`src/rtl/target_pkg.sv`:
```
// Shared types and defaults for the target trigger controller.
// Imported by the edge synchronizer and the trigger FSM.
package target_pkg;

   localparam int N_CH_DEF  = 4;
   localparam int TMO_W_DEF = 16;

   typedef enum logic [1:0] {
      IDLE,
      ARMED,
      CAPTURE,
      DONE
   } state_e;

endpackage

```
`src/rtl/target_edge_sync.sv`:
```
// Single-bit synchronizer followed by a rising-edge detector.
// rise_o is high for one cycle after the synchronized level goes 0->1.
module target_edge_sync
   import target_pkg::*;
#(
   parameter int SYNC_STAGES = 2
) (
   input  logic clk,
   input  logic reset_n,
   input  logic d_i,
   output logic rise_o
);

   logic [SYNC_STAGES-1:0] sync_q;
   logic                   prev_q;

   always_ff @(posedge clk or negedge reset_n) begin
      if (!reset_n) begin
         sync_q <= '0;
         prev_q <= 1'b0;
      end else begin
         sync_q <= {sync_q[SYNC_STAGES-2:0], d_i};
         prev_q <= sync_q[SYNC_STAGES-1];
      end
   end

   assign rise_o = sync_q[SYNC_STAGES-1] & ~prev_q;

endmodule

```
`src/rtl/target_trigger_ctrl.sv`:
```
// Arm-and-capture controller: per-channel start pulses, common stop,
// capture timeout and status for the register file.
module target_trigger_ctrl
   import target_pkg::*;
#(
   parameter int N_CH        = N_CH_DEF,
   parameter int SYNC_STAGES = 2,
   parameter int TMO_W       = TMO_W_DEF
) (
   input  logic             clk,
   input  logic             reset_n,
   input  logic [N_CH-1:0]  sensor_in,
   input  logic [N_CH-1:0]  en_mask,
   input  logic             arm,
   input  logic             clear,
   input  logic [TMO_W-1:0] timeout,
   output logic [N_CH-1:0]  start,
   output logic             stop,
   output logic             armed,
   output logic             done,
   output logic [N_CH-1:0]  hit_mask,
   output logic             timed_out
);

   state_e             state_q;
   logic [TMO_W-1:0]   timer_q;
   logic [TMO_W-1:0]   timer_d;
   logic [TMO_W:0]     timer_inc;
   logic [N_CH-1:0]    start_q;
   logic [N_CH-1:0]    hit_q;
   logic               stop_q;
   logic               armed_q;
   logic               done_q;
   logic               tmo_q;

   logic [N_CH-1:0]    rise;
   logic [N_CH-1:0]    qual;
   logic               all_hit;
   logic               tmo_hit;

   for (genvar g = 0; g < N_CH; g++) begin : g_sync
      target_edge_sync #(
         .SYNC_STAGES(SYNC_STAGES)
      ) u_sync (
         .clk    (clk),
         .reset_n(reset_n),
         .d_i    (sensor_in[g]),
         .rise_o (rise[g])
      );
   end

   assign qual    = rise & en_mask & ~hit_q;
   assign all_hit = (hit_q & en_mask) == en_mask;

   // Stop is registered, so fire one cycle early: the stop then lands
   // exactly `timeout` cycles after the first start.
   assign timer_inc = {1'b0, timer_q} + (TMO_W+1)'(1);
   assign tmo_hit   = (timeout != '0) &&
                      (timer_inc == {1'b0, timeout});
   assign timer_d   = (&timer_q) ? timer_q
                                 : timer_q + TMO_W'(1);

   always_ff @(posedge clk or negedge reset_n) begin
      if (!reset_n) begin
         state_q <= IDLE;
         timer_q <= '0;
         start_q <= '0;
         hit_q   <= '0;
         stop_q  <= 1'b0;
         armed_q <= 1'b0;
         done_q  <= 1'b0;
         tmo_q   <= 1'b0;
      end else begin
         start_q <= '0;
         stop_q  <= 1'b0;
         if (clear) begin
            state_q <= IDLE;
            timer_q <= '0;
            hit_q   <= '0;
            armed_q <= 1'b0;
            done_q  <= 1'b0;
            tmo_q   <= 1'b0;
         end else begin
            unique case (state_q)
               IDLE: begin
                  if (arm) begin
                     state_q <= ARMED;
                     armed_q <= 1'b1;
                  end
               end
               ARMED: begin
                  if (|qual) begin
                     state_q <= CAPTURE;
                     armed_q <= 1'b0;
                     start_q <= qual;
                     hit_q   <= hit_q | qual;
                     timer_q <= '0;
                  end
               end
               CAPTURE: begin
                  if (all_hit) begin
                     state_q <= DONE;
                     stop_q  <= 1'b1;
                     done_q  <= 1'b1;
                     tmo_q   <= 1'b0;
                  end else if (tmo_hit) begin
                     state_q <= DONE;
                     stop_q  <= 1'b1;
                     done_q  <= 1'b1;
                     tmo_q   <= 1'b1;
                  end else begin
                     start_q <= qual;
                     hit_q   <= hit_q | qual;
                     timer_q <= timer_d;
                  end
               end
               DONE: begin
                  state_q <= DONE;
               end
               default: begin
                  state_q <= IDLE;
               end
            endcase
         end
      end
   end

   assign start     = start_q;
   assign stop      = stop_q;
   assign armed     = armed_q;
   assign done      = done_q;
   assign hit_mask  = hit_q;
   assign timed_out = tmo_q;

endmodule

```
`config.mk`:
```
export PLATFORM = sky130hd
export DESIGN_NAME = target_trigger_ctrl
export DESIGN_NICKNAME = d
export VERILOG_FILES = /design/src/rtl/target_pkg.sv /design/src/rtl/target_edge_sync.sv /design/src/rtl/target_trigger_ctrl.sv
export SDC_FILE = /design/constraint.sdc
export NUM_CORES = 1
export LEC_CHECK = 0
export BUFFER_PORTS_ARGS = -buffer_cell sky130_fd_sc_hd__buf_2
export CORE_ASPECT_RATIO = 2
export CORE_MARGIN = 2
export CORE_UTILIZATION = 61
export DETAILED_ROUTE_END_ITERATION = 7
export GPL_ROUTABILITY_DRIVEN = 0
export PLACE_DENSITY = 0.85
export SETUP_SLACK_MARGIN = 0.4
export SLEW_MARGIN = 20
export SYNTH_ARGS = -nofsm -noshare
export SYNTH_HDL_FRONTEND = slang
export SYNTH_SLANG_ARGS = --single-unit
```
`constraint.sdc`:
```
create_clock -name clk -period 5.1 [get_ports clk]
set_clock_uncertainty 0.1 [all_clocks]
set_input_delay 0.51 -clock clk [delete_from_list [all_inputs] [get_ports clk]]
set_output_delay 0.51 -clock clk [all_outputs]
set_load 0.02 [all_outputs]
```
# ---- After elaboration in Yosys (flattened, before gate mapping)
# Index checks and enable logic that the tools add are counted.
# W data, S select, Z words.
dict set report op_classes {
  order_cmp 0
  shift 0
  n_bitwise 13
  reduce_logical 14
  n_addsub 2
  n_mux 37
  n_mul 0
  n_eq_ne 11
  div_mod_pow 0
}
# cell n
set op_table {}
lappend op_table {{$mux W16} 5}
lappend op_table {{$mux W4} 8}
lappend op_table {{$pmux W16 S2} 1}
lappend op_table {{$add A16 B1 Y17 const B} 1}
lappend op_table {{$eq A17 B16 Y1} 1}
lappend op_table {{$add A16 B1 Y16 const B} 1}
lappend op_table {{$pmux W4 S2} 2}
lappend op_table {{$reduce_and A16 Y1} 1}
lappend op_table {{$reduce_bool A16 Y1} 1}
lappend op_table {{$ne A3 B3 Y1 const B} 5}
lappend op_table {{$mux W1} 14}
lappend op_table {{$and A4 B4 Y4} 3}
lappend op_table {{$mux W2} 5}
lappend op_table {{$reduce_bool A3 Y1} 3}
lappend op_table {{$pmux W2 S4} 1}
lappend op_table {{$reduce_and A3 Y1} 2}
lappend op_table {{$reduce_and A5 Y1} 1}
lappend op_table {{$and A1 B1 Y1} 4}
lappend op_table {{$eq A2 B2 Y1 const B} 2}
lappend op_table {{$eq A4 B4 Y1} 1}
lappend op_table {{$ne A4 B4 Y1 const B} 1}
lappend op_table {{$not A1 Y1} 4}
lappend op_table {{$not A4 Y4} 1}
lappend op_table {{$or A4 B4 Y4} 1}
lappend op_table {{other kinds (8)} 8}
dict set report totals {
  reg_bits 42
  out_inout_bits 12
  elab_cells 93
  inputBits 28
  mem_bits_ro 0
  mem_bits_rw 0
  memories 0
  latchBits 0
}

# ---- Depth between registers and ports, before layout
dict set report logic_depth {
  depth_word 9
  ltp_mapped 10
  depth_no_buf 9
}

# ---- By module
# From an unflattened synthesis, not the netlist that was laid out.
dict set report hier_totals {
  hier_cells 282
  area_unflattened_um2 2680.1
}
# mod n_inst seq_area_each_um2 cells_per_inst area_each_um2
set by_module_without_submodules {}
lappend by_module_without_submodules {target_trigger_ctrl 1 750.7 266 2324.7}
lappend by_module_without_submodules {target_edge_sync 4 75.1 4 88.8}

# ---- Least setup slack after synthesis
# Ideal clock, no wire load.
dict set report synth_timing {
  kind {flip-flop to flip-flop}
  start {register timer_q[0]}
  end {register state_q[0]}
  arrival_time_ps 2309
  slack_ps 2560
  required_ps 4868
  setup_ps 132
  period_less_slack_ps 2540
  path_stages_with_launch 10
  path_buffers 0
  path_cell_list {dfrtp_1 > ha_1 > nand4_1 > or4_1 > a21oi_1 > nor3_1 > and4_4 > a211oi_4 > mux2i_1 > o21ai_1}
}
dict set report synth_via {
  elab_chain_len 5
}
# item line_no
set synth_lines {}
lappend synth_lines {{from (decl)} target_trigger_ctrl.sv:26} ;# logic [TMO_W-1:0] timer_q;
lappend synth_lines {{from (signal assigned)} target_trigger_ctrl.sv:114} ;# timer_q <= timer_d;
lappend synth_lines {{$add A16 B1 Y17} target_trigger_ctrl.sv:57} ;# assign timer_inc = {1'b0, timer_q} + (TMO_W+1)'(1);
lappend synth_lines {{$eq A17 B16 Y1} target_trigger_ctrl.sv:59} ;# (timer_inc == {1'b0, timeout});
lappend synth_lines {{$logic_and A1 B1 Y1} target_trigger_ctrl.sv:58} ;# assign tmo_hit = (timeout != '0) &&
lappend synth_lines {{$ne A4 B4 Y1 (no source line)} --}
lappend synth_lines {{$reduce_and A3 Y1 (no source line)} --}
lappend synth_lines {{to (signal assigned)} target_trigger_ctrl.sv:65} ;# state_q <= IDLE;
lappend synth_lines {{to (signal assigned)} target_trigger_ctrl.sv:77} ;# state_q <= IDLE;
lappend synth_lines {{to (signal assigned)} target_trigger_ctrl.sv:87} ;# state_q <= ARMED;
lappend synth_lines {{to (decl)} target_trigger_ctrl.sv:25} ;# state_e state_q;
# Every way passes these cells.
# A chain may end at the register's enable or synchronous reset.

# ---- Worst setup path in the final report
dict set report layout_timing {
  start {register timer_q[0]}
  end {register timer_q[8]}
}
dict set report layout_via {
  elab_chain_len 6
  elab_cells_between_ends 13
  classes_between {2 x add/sub; 3 x eq/ne; 5 x mux; 3 x reduce/logical}
}
# item
set layout_lines {}
lappend layout_lines {{branches (longest 6 deep; another with $add A16 B1 Y17)}}
# Parallel ways; which one is timed is not known. The select of a mux whose other input is x is not followed.

==> results.md <==
- Tmin final: 3130 ps
- Pins Over Slew Limit: 0
- Wire length of the first global-routing pass: 11100 um
- Metal-1 WL: 2330 um
- Reg2Reg Setup Slack: 1970 ps
- Synth cell types: 53
- Worst Max-Slew Pin Slew: 892 ps
- Drt first pass iters: 4
- Run status: finished, final reports clean
- Cells after synthesis: 284
- Final number of hold-violating endpoints: 0
- Setup violations, final: 0
- Req. time, crit path: 5160 ps
- Post-DP HPWL: 5270 um
- Type of the worst setup path: flop to flop
- Worst-path clk slew: 80 ps
- Crit path to: timer_q[8]$_DFFE_PN0P_
- Hold_buf cts: 0
- Peak supply drop: 242 uV
- Final period utilization: 0.613
- Top_reg_cell synth: dfrtp_1
- CTS root buf: clkbuf_8
- Largest net degree at the start of global routing: 43
- Num Clock Sinks: 42
- Yosys reg bits: 42
- CTS buffer count: 5
- ANT nets after route: 0
- Rel. slew slack: 0.406
- I/O pin total: 40
- Met3 routed WL: 310 um
- Post-Place Cells: 363
- Commonest cells post-synth: dfrtp_1 (42), nand2_1 (22), inv_1 (16)
- Fmax: 320 MHz
- Fin Setup TNS: 0 ps
- RSZ-0062 raised after global routing: false
- Async SR Flop Fraction: 1.00
- Yosys warnings: 0
- I/O Buffers: 39
- Clk_lat worst skew: 300 ps
- N_diodes: 0
- Worst Setup End Kind: flop
- Setup Fix Bufs, Post-CTS: 0
- P&R area growth vs syn: 11.1%
- TritonCTS clock tree: built
- Critical R2R Capture: timer_q[8]$_DFFE_PN0P_
- Register-to-Register Path Depth: 8
- Hold Crit Start: sensor_in[2]
- Startpoint Class: flop
- Total routed wirelength: 6780 um
- Syn_nets: 317
- Main area contributors after synthesis: dfrtp_1 (40%), xnor2_1 (4.7%), o311ai_0 (3.4%)
- Cell Count, Final, Fillers Out: 371
- Post-synth EDFFs: 0
- Post-synthesis sequential area ratio: 0.404
- Fill cell count: 353
- Total grt overflow: 0
- Initial antenna violation count: 0
- Setup crit start: timer_q[0]$_DFFE_PN0P_
- DR vias: 2394
- Max Cap Violations: 0
- Critical Path AT: 3190 ps
- DRC: 0
- Total GRT Usage: 0.307
- CP Max Fanout: 19
- Share of the core filled with cells: 0.708
- WL per Instance: 18.3 um
- Critical path cell sequence: ha_1 > nand4_1 > or2_2 > o32ai_1 > nand3_1 > o21ai_2 > or2_4 > o31ai_1
- Worst stage delay on the critical path: 560 ps
- Cell with the most instances after synthesis: dfrtp_1
- H-Tree Level Count: 2
- Die height: 96.4 um
- CP max-delay cell: o21ai_2
- Leakage Power: 1.22 nW
- Core area: 4090 um^2
- Row cnt: 33
- Initial Util: 0.637
- Die width: 50.2 um
- Vias in the first global route: 2447
- Dominant cell type by area after synthesis: dfrtp_1
- Critical R2R Launch: timer_q[0]$_DFFE_PN0P_
- Initial DRC Count: 89
- Cts repair resizes: 0
- Via density per instance: 6.45
- Layout cells sized above 1: 0.182
- Mapped cell area: 2600 um^2
- HP Class: primary input to flop
- Worst-case clock buffer depth: 2
- Share of Yosys cell area claimed by the top area cell type: 0.404
- Met2 wire length: 3740 um
- # nets final: 351
- Pwr per Cell Area: 283 nW/um^2
- Synth Area per Inst: 9.17 um^2
- Die Area: 4840 um^2
- Highest metal used: met4
==> where the power goes <==
part / internal (mW) / total [mW] / switching (mW)
sequential: 0.355 / 0.375 / 0.0200
combinational: 0.0817 / 0.231 / 0.149
clock: 0.0961 / 0.214 / 0.118
==> how the worst min path moves through the flow <==
stage / endpoint / slack (ps) / cells after the start
2_1_floorplan: armed$_DFFE_PN0P_ / 110 / 0
3_3_place_gp: g_sync[3].u_sync.sync_q[1]$_DFF_PN0_ / 230 / 0
3_5_place_dp: g_sync[1].u_sync.sync_q[1]$_DFF_PN0_ / 230 / 0
4_1_cts: g_sync[2].u_sync.sync_q[0]$_DFF_PN0_ / 210 / 1
5_1_grt: g_sync[2].u_sync.sync_q[0]$_DFF_PN0_ / 210 / 1
6_report: g_sync[2].u_sync.sync_q[0]$_DFF_PN0_ / 210 / 1
==> worst max-delay path: cells and delay by family, from the launching register on <==
kind,cells,cell delay (ps)
flops,1,460
simple gates,4,1050
compound gates,3,1120
fa+ha+maj,1,260
==> cells by family after synthesis <==
kind of cell / after synthesis / share of synthesized area
and+or+nand+nor: 109 / 0.233
AOI/OAI and AO/OA: 76 / 0.211
DFF: 42 / 0.404
buffers and inverters: 29 / 0.0490
xor gates and xnor gates: 19 / 0.0639
adders and majority gates: 5 / 0.0240
muxes: 4 / 0.0154
==> per-layer routing <==
metal  vias up  global-route usage
li1       1125                   -
met1      1124               0.300
met2       117               0.570
met3        28              0.0400
met4         0               0.229
met5         -                   0
==> final cells by class <==
| class | count | area, um^2 | area share |
|---|---|---|---|
| Multi-Input combinational cell | 213 | 1430 | 0.492 |
| Sequential cell | 42 | 1050 | 0.363 |
| Timing Repair Buffer | 40 | 203 | 0.0700 |
| Clock buffer | 5 | 68.8 | 0.0238 |
| Tap cell | 52 | 65.1 | 0.0225 |
| Inverter | 16 | 60.1 | 0.0208 |
| Clock inverter | 3 | 21.3 | 0.00735 |
==> placed cells by master, fill, tap and decap left out, types with 5 or more instances in the layout <==
master	count
o211ai_1	6
nor3_1	8
nor4_1	6
nor2_1	15
xnor2_1	14
o311ai_0	10
buf_2	39
o21ai_0	9
nand3_1	12
o31ai_1	10
clkbuf_8	5
dfrtp_1	42
or4_1	5
nand3b_1	5
inv_1	16
nand2_1	22
a21oi_1	10
ha_1	5
and4_1	5
xor2_1	5
==> registers in the layout, summed over array words and instances (netlist names) <==
signal and cells:
armed 1, g_sync.u_sync.sync_q 8, state_q 2, timer_q 16
start 4, timed_out 1, g_sync.u_sync.prev_q 4, hit_mask 4
stop 1, done 1
==> stage by stage <==
stage	instance area (um^2)	hold slack, ps	power, mW	setup WS (ps)
2_1_floorplan	2600	114	0.536	2560
3_3_place_gp	2800	233	0.599	2120
3_5_place_dp	2800	235	0.609	2040
4_1_cts	2890	208	0.823	2010
5_1_grt	2890	213	0.863	1700
6_report	2890	213	0.820	1970
Power figures use the tool's default switching activity.
